`config.mk`:
```
export PLATFORM = sky130hd
export DESIGN_NAME = button_conditioner
export DESIGN_NICKNAME = d
export VERILOG_FILES = /design/src/rtl/btn_cond_pkg.sv /design/src/rtl/btn_debounce.sv /design/src/rtl/button_conditioner.sv
export SDC_FILE = /design/constraint.sdc
export NUM_CORES = 1
export LEC_CHECK = 0
export BUFFER_PORTS_ARGS = -buffer_cell sky130_fd_sc_hd__buf_2
export CORE_UTILIZATION = 30
export CTS_CLUSTER_DIAMETER = 150
export DETAILED_ROUTE_END_ITERATION = 16
export HOLD_SLACK_MARGIN = 0.05
export PLACE_DENSITY = 0.52
export SLEW_MARGIN = 20
export SYNTH_ARGS = -nofsm -noshare
export SYNTH_HDL_FRONTEND = slang
export SYNTH_SLANG_ARGS = --single-unit
```
`constraint.sdc`:
```
create_clock -name sysclk -period 1.9 [get_ports sysclk]
set_input_delay 0.095 -clock sysclk [delete_from_list [all_inputs] [get_ports sysclk]]
set_output_delay 0.095 -clock sysclk [all_outputs]
set_load 0.05 [all_outputs]
```
`src/rtl/btn_cond_pkg.sv`:
```
// ---------------------------------------------------------------------------
// btn_cond_pkg
// Shared constants for the button conditioner:
//   - the 2-bit per-button behaviour codes carried in control register 4
//   - the default debounce length in sysclk cycles
// ---------------------------------------------------------------------------
package btn_cond_pkg;

    // Per-button behaviour codes (btn_mode[2i+1:2i])
    localparam logic [1:0] BTN_MODE_PASS   = 2'b00;  // synchronized raw level, no debounce
    localparam logic [1:0] BTN_MODE_LEVEL  = 2'b01;  // debounced level
    localparam logic [1:0] BTN_MODE_PULSE  = 2'b10;  // one-cycle pulse per accepted press
    localparam logic [1:0] BTN_MODE_TOGGLE = 2'b11;  // output flips on each accepted press

    // Cycles a new synchronized level must persist before it is accepted
    localparam int BTN_DEBOUNCE_DEFAULT = 1_000_000;

endpackage : btn_cond_pkg

```
`src/rtl/btn_debounce.sv`:
```
// ---------------------------------------------------------------------------
// btn_debounce
// One button: two-flop synchronizer followed by a persistence counter. A new
// synchronized level is accepted into 'stable' only after it has differed
// from 'stable' for DEBOUNCE_CYCLES consecutive cycles; any return to the
// current stable level restarts the count.
//
// Ports:
//   sysclk  in   clock
//   rst     in   synchronous active-high reset
//   raw     in   raw button level, asynchronous to sysclk
//   sync    out  synchronized level (second synchronizer flop)
//   stable  out  debounced level (registered)
// ---------------------------------------------------------------------------
module btn_debounce
    import btn_cond_pkg::*;
#(
    parameter int DEBOUNCE_CYCLES = BTN_DEBOUNCE_DEFAULT
) (
    input  logic sysclk,
    input  logic rst,
    input  logic raw,
    output logic sync,
    output logic stable
);

    localparam int                CNT_W    = $clog2(DEBOUNCE_CYCLES + 1);
    localparam logic [CNT_W-1:0]  CNT_LAST = CNT_W'(DEBOUNCE_CYCLES - 1);

    logic             s1_q, s1_d;
    logic             s2_q, s2_d;
    logic             stable_q, stable_d;
    logic [CNT_W-1:0] cnt_q, cnt_d;

    // NOTE: every signal assigned here gets a default first, so no path can
    // leave it unassigned and infer a latch.
    always_comb begin
        s1_d     = raw;
        s2_d     = s1_q;
        stable_d = stable_q;
        cnt_d    = '0;
        if (s2_q != stable_q) begin
            if (cnt_q == CNT_LAST) begin
                stable_d = s2_q;
            end else begin
                cnt_d = cnt_q + 1'b1;
            end
        end
    end

    // NOTE: state registers use non-blocking assignments so every flop
    // samples the pre-edge value of its neighbours (the synchronizer chain
    // depends on this).
    always_ff @(posedge sysclk) begin
        if (rst) begin
            s1_q     <= 1'b0;
            s2_q     <= 1'b0;
            stable_q <= 1'b0;
            cnt_q    <= '0;
        end else begin
            s1_q     <= s1_d;
            s2_q     <= s2_d;
            stable_q <= stable_d;
            cnt_q    <= cnt_d;
        end
    end

    assign sync   = s2_q;
    assign stable = stable_q;

endmodule : btn_debounce

```
`src/rtl/button_conditioner.sv`:
```
// ---------------------------------------------------------------------------
// button_conditioner
// Per-button conditioning between the AXI register file and the DUT. Each
// button gets its own synchronizer/debouncer (btn_debounce), then a rising
// edge detector on the debounced level and mode-selected output shaping.
//
// Ports:
//   sysclk      in   single clock
//   rst         in   synchronous active-high reset
//   btn_raw     in   [N_BTN-1:0]   raw button levels (asynchronous)
//   btn_mode    in   [2*N_BTN-1:0] behaviour code for button i in [2i+1:2i]
//   btn_out     out  [N_BTN-1:0]   conditioned button signals (registered)
//   btn_stable  out  [N_BTN-1:0]   debounced levels for the status register
// ---------------------------------------------------------------------------
module button_conditioner
    import btn_cond_pkg::*;
#(
    parameter int N_BTN           = 5,
    parameter int DEBOUNCE_CYCLES = BTN_DEBOUNCE_DEFAULT
) (
    input  logic                 sysclk,
    input  logic                 rst,
    input  logic [N_BTN-1:0]     btn_raw,
    input  logic [2*N_BTN-1:0]   btn_mode,
    output logic [N_BTN-1:0]     btn_out,
    output logic [N_BTN-1:0]     btn_stable
);

    logic [N_BTN-1:0] sync;
    logic [N_BTN-1:0] stable;
    logic [N_BTN-1:0] rise;

    logic [N_BTN-1:0] stable_d_q, stable_d_d;
    logic [N_BTN-1:0] tog_q,      tog_d;
    logic [N_BTN-1:0] btn_out_q,  btn_out_d;

    for (genvar g = 0; g < N_BTN; g++) begin : g_btn
        btn_debounce #(
            .DEBOUNCE_CYCLES (DEBOUNCE_CYCLES)
        ) u_debounce (
            .sysclk (sysclk),
            .rst    (rst),
            .raw    (btn_raw[g]),
            .sync   (sync[g]),
            .stable (stable[g])
        );
    end

    always_comb begin
        rise       = stable & ~stable_d_q;
        stable_d_d = stable;
        tog_d      = '0;   // toggle state only survives while the mode is TOGGLE
        btn_out_d  = '0;
        for (int i = 0; i < N_BTN; i++) begin
            case (btn_mode[2*i +: 2])
                BTN_MODE_PASS:   btn_out_d[i] = sync[i];
                BTN_MODE_LEVEL:  btn_out_d[i] = stable[i];
                BTN_MODE_PULSE:  btn_out_d[i] = rise[i];
                BTN_MODE_TOGGLE: begin
                    tog_d[i]     = tog_q[i] ^ rise[i];
                    btn_out_d[i] = tog_d[i];
                end
                default: btn_out_d[i] = 1'b0;
            endcase
        end
    end

    always_ff @(posedge sysclk) begin
        if (rst) begin
            stable_d_q <= '0;
            tog_q      <= '0;
            btn_out_q  <= '0;
        end else begin
            stable_d_q <= stable_d_d;
            tog_q      <= tog_d;
            btn_out_q  <= btn_out_d;
        end
    end

    assign btn_out    = btn_out_q;
    assign btn_stable = stable;

endmodule : button_conditioner

```
# Word-level counts from Yosys, hierarchy flattened
# Index checks and enable logic that the tools add are counted.
[word_totals] elab_cells=99 reg_bits=130
[op_classes] mux=5 bitwise_logic=17 n_eq_ne=25 reduce_logical=20 add_sub_neg=5
[ops] op="$add 20x1->20 const B" n=5
[ops] op="$eq 20x20->1 const B" n=5
[ops] op="$eq 2x2->1 const B" n=10
[ops] op="$pmux 1 s4" n=5
[ops] op="$reduce_or 3->1" n=5
[ops] op="$eq 2x1->1 const B" n=5
[ops] op="$logic_not 2->1" n=5
[ops] op="$not 1->1" n=10
[ops] op="$reduce_and 2->1" n=5
[ops] op="$reduce_or 2->1" n=5
[ops] op="$and 5x5->5" n=1
[ops] op="$ne 1x1->1" n=5
[ops] op="$not 5->5" n=1
[ops] op="$xor 1x1->1" n=5

# Depth between registers and ports, before layout
[depth] ltp_word=4 mapped_depth=7 ltp_nobuf=5

# Modules after synthesis
# A second synthesis with hierarchy kept.
[hier_totals] cells_unflattened=656 hier_area_um2=5846.9
[modules_own_cells] module="btn_debounce" cells_each=117 area_per_inst_um2=1029.7 instances=5 seq_area_each_um2=460.4
[modules_own_cells] module="button_conditioner" cells_each=71 area_per_inst_um2=698.2 instances=1 seq_area_each_um2=300.3

# Least setup slack after synthesis
# OpenSTA, ideal clock, no wires.
[synth_path] kind="register -> register" startpoint="reg g_btn[0].u_debounce.cnt_q[11]" endpoint="reg g_btn[0].u_debounce.cnt_q[11]" period_less_slack_ns=1.935 setup_slack_ns=-0.035 required_ns=1.785 t_arrival_ns=1.820 n_path_buf=1 stages_incl_launch_ff=6 cell_sequence="dfxtp_1 -> or4b_1 -> or4_4 -> o21ai_4 -> buf_6 -> nor2_1"
[synth_between] elab_chain_cells=2
[synth_rtl] element="from (decl)" line="btn_debounce.sv:33" rtl="logic [CNT_W-1:0] cnt_q, cnt_d;"
[synth_rtl] element="from (signal assigned)" line="btn_debounce.sv:64" rtl="cnt_q <= cnt_d;"
[synth_rtl] element="branches (longest 2 deep; another with $add 20x1->20)"
# Several ways; the timed one is not identified.
# A chain may end at the register's enable or synchronous reset.

# Worst setup path after layout
[layout_path] startpoint="reg g_btn[1].u_debounce.cnt_q[12]" endpoint="reg g_btn[1].u_debounce.cnt_q[19]"
[layout_between] elab_chain_cells=2
[layout_rtl] element="from (decl)" line="btn_debounce.sv:33"
[layout_rtl] element="from (signal assigned)" line="btn_debounce.sv:64"
[layout_rtl] element="branches (longest 2 deep; another with $add 20x1->20)"
# Several ways; the timed one is not identified.

==> impl_metrics.json <==
{
  "status": "finished with violations",
  "violations": "negative setup slack",
  "synth-edff-count": 0,
  "grt_max_degree": 21,
  "ys_types": 43,
  "clock_sinks": 130,
  "io_pins": 27,
  "async_flop_share": 0,
  "synth_top_area_frac": 0.456,
  "cp-end-kind": "register",
  "hold_path_depth": 2,
  "hold_viol_final": 0,
  "ir_drop_uv": 444,
  "layout-drive-gt1-share": 0.170,
  "rsz0062_at_grt": "yes",
  "fp-row-count": 50,
  "cts_tree": "yes",
  "fin_skew_ns": 0.00499,
  "drt_iter0_markers": 270,
  "critPathKind": "register to register",
  "synth_xor_xnor_area_share": 0.103,
  "post-synth-top-area-cell": "dfxtp_1",
  "crit_chain": "or4b_1 -> or4_4 -> o21ai_4 -> buf_6 -> a21oi_1",
  "syn_inst": 657,
  "final_util": 0.387,
  "max_freq_mhz": 516,
  "maxSlewViolCount": 0,
  "hold_end": "stable_d_q[2]",
  "final_common_cell": "dfxtp_1",
  "start_util": 0.305,
  "drc": 0,
  "syn_avg_cell_area_um2": 8.69,
  "port_buffers": 26,
  "grt_overflow": 0,
  "crit_required_ns": 2.19,
  "synth_simple_gate_area_frac": 0.288,
  "ys_ff_latch": 130,
  "fin_ws_ns": -0.0384,
  "grt_pass1_vias": 4617,
  "clk_pin_slew_ns": 0.05,
  "dp.cells": 936,
  "r2r_cells": 5,
  "yosysSeqAreaShare": 0.456,
  "hold_path_class": "input port to register",
  "timing.rr.start": "g_btn[1].u_debounce.cnt_q[12]",
  "die_area_um2": 19600,
  "critPathMaxStageDelay_ns": 0.55,
  "viasPerCell": 4.94,
  "synth_nets": 679,
  "arrival_ns": 2.23,
  "area_growth_pct": 26.7,
  "firstDrtPassIters": 4,
  "synth_top_family_by_area": "simple AND/OR/NAND/NOR gates",
  "period_share": 1.02,
  "coreArea_um2": 18700,
  "tns_ns": -0.670,
  "layout_common_cells": "125 x dfxtp_1, 80 x nor2_1, 41 x nand3_1, 41 x buf_4, 39 x a21oi_1",
  "antenna_found_initial": 0,
  "synth.mux.area_fraction": 0.00877,
  "clk_path_buf_depth": 2,
  "hold_start": "rst",
  "routabilityCongestion": 0.792,
  "crit_slowest_cell": "or4_4",
  "cts_buffers": 17,
  "nets": 768,
  "synth_compound_area_frac": 0.0945,
  "clk_latency_ns": 0.41,
  "ant_nets": 0,
  "die_x_um": 140,
  "pwr_density_cell_nw_per_um2": 828,
  "drv_cap": 0,
  "ys_warn_count": 0,
  "hpwl_um": 8510,
  "wl_per_cell_um": 12.2,
  "critPathLaunchType": "register",
  "syn_area_um2": 5710,
  "timing.rr.end": "g_btn[1].u_debounce.cnt_q[19]",
  "synthAdderAreaFrac": 0.0110,
  "die_y_um": 140,
  "crit_fanout": 5,
  "h-tree-depth": 4,
  "finalWirelength_um": 12100,
  "synth_area_leaders": "dfxtp_1 46%, nor2_1 5.8%, xnor2_1 5.7%",
  "n_antenna_cell": 0,
  "grtUsageTotal": 0.129,
  "p_leak_nw": 2.32,
  "finalSetupViolCount": 39,
  "tightestPinTransition_ns": 0.369,
  "cts-root-buf": "clkbuf_16",
  "max_slew_margin": 0.751,
  "via_count": 4900,
  "min_period_ns": 1.94,
  "stdcell_count": 992,
  "reg2reg_slack_ns": -0.04,
  "grt_pass1_wl_um": 20600,
  "ys.flop_type": "dfxtp_1",
  "fill_cells": 1817
}
-- where the power goes --
part           internal [W]  total [W]  switching (W)
Sequential          0.00275    0.00276      0.0000113
Clock               0.00196    0.00307        0.00111
Combinational     0.0000774   0.000166      0.0000889
-- critical path: cells and delay by family (launching register included) --
family | cells | cell delay, ns
AO/OA/AOI/OAI | 2 | 0.27
AND/OR/NAND/NOR | 2 | 1.06
buffers and inverters | 1 | 0.17
flip-flops | 1 | 0.31
-- layout make-up --
cell class | instances | area (um^2) | area share
clock buffer | 27 | 513 | 0.0709
clock inverter | 4 | 47.5 | 0.00657
inverter | 26 | 97.6 | 0.0135
multi-input combinational | 478 | 2950 | 0.408
sequential | 130 | 2610 | 0.361
tap | 234 | 293 | 0.0405
timing repair buffer | 93 | 724 | 0.100
-- kinds of logic after synthesis --
| family | count (synthesis) |
|---|---|
| AOI/OAI and AO/OA | 91 |
| xor gates and xnor gates | 67 |
| adders and majority gates | 5 |
| buffers and inverters | 49 |
| DFF | 130 |
| muxes | 5 |
| and+or+nand+nor | 310 |
-- worst max path at each step --
stage	from	endpoint	slack (ns)	cells after the start
final	g_btn[1].u_debounce.cnt_q[12]	g_btn[1].u_debounce.cnt_q[19]	-0.04	5
after global routing	g_btn[1].u_debounce.cnt_q[12]	g_btn[1].u_debounce.cnt_q[18]	-0.08	5
after CTS	g_btn[1].u_debounce.cnt_q[12]	g_btn[1].u_debounce.cnt_q[2]	-0.03	5
after detailed placement	g_btn[1].u_debounce.cnt_q[12]	g_btn[1].u_debounce.cnt_q[2]	-0.04	5
after global placement	g_btn[1].u_debounce.cnt_q[12]	g_btn[1].u_debounce.cnt_q[5]	-0.02	5
after floorplan	g_btn[0].u_debounce.cnt_q[7]	g_btn[0].u_debounce.cnt_q[13]	-0.03	5
-- timing repair --
action / 4_1_cts / 5_1_grt
hold endpoints to repair: 14 / 0
setup buffers: 1 / 2
endpoints found under the setup margin: 40 / 63
hold buffers: 19 / 0
gates resized for setup: 8 / 22
gates cloned: 2 / 1
pin swaps: 2 / 8
-- flip-flops by register name (all words and copies together) (netlist names) --
signal / cells
g_btn.u_debounce.sync: 5
stable_d_q: 5
g_btn.u_debounce.stable: 5
tog_q: 5
btn_out: 5
g_btn.u_debounce.s1_q: 5
g_btn.u_debounce.cnt_q: 100
-- Yosys cell counts (2+ instances only) --
cell type  number
a211oi_1        5
a21oi_1        42
and3_1          8
and4_1          9
buf_1           2
buf_2           2
buf_4           5
buf_6           2
clkbuf_1       12
dfxtp_1       130
ha_1            5
inv_1          26
mux2i_1         5
nand2_1        35
nand3_1        41
nand4_1        23
nand4b_1        2
nor2_1         88
nor2b_1        10
nor3_1         27
nor4_1          8
nor4b_1         3
nor4bb_1        2
o21ai_0        23
o21ai_4         2
o31ai_1        15
or3_1          21
or4_1          20
or4_4           2
or4b_1          4
xnor2_1        37
xor2_1         30
-- per-layer routing --
metal	part of all wire	wire length, um	global-route usage	up-vias
met5	0	0	0	-
met4	0.016	196	0.0561	0
met3	0.027	330	0.0352	18
met2	0.49	5960	0.218	69
met1	0.47	5660	0.153	2299
li1	-	-	-	2514
-- per-stage QoR --
step | worst slack [ns] | power [W] | hold WS, ns | cell area (um^2)
floorplan | -0.0281 | 0.00288 | 0.213 | 5710
global placement | -0.0192 | 0.00294 | 0.310 | 6350
detailed placement | -0.0421 | 0.00294 | 0.318 | 6350
CTS | -0.0302 | 0.00608 | 0.0632 | 7150
global route | -0.0830 | 0.00621 | 0.0834 | 7230
finish | -0.0384 | 0.00599 | 0.0669 | 7230
(Power assumes the default switching activity.)
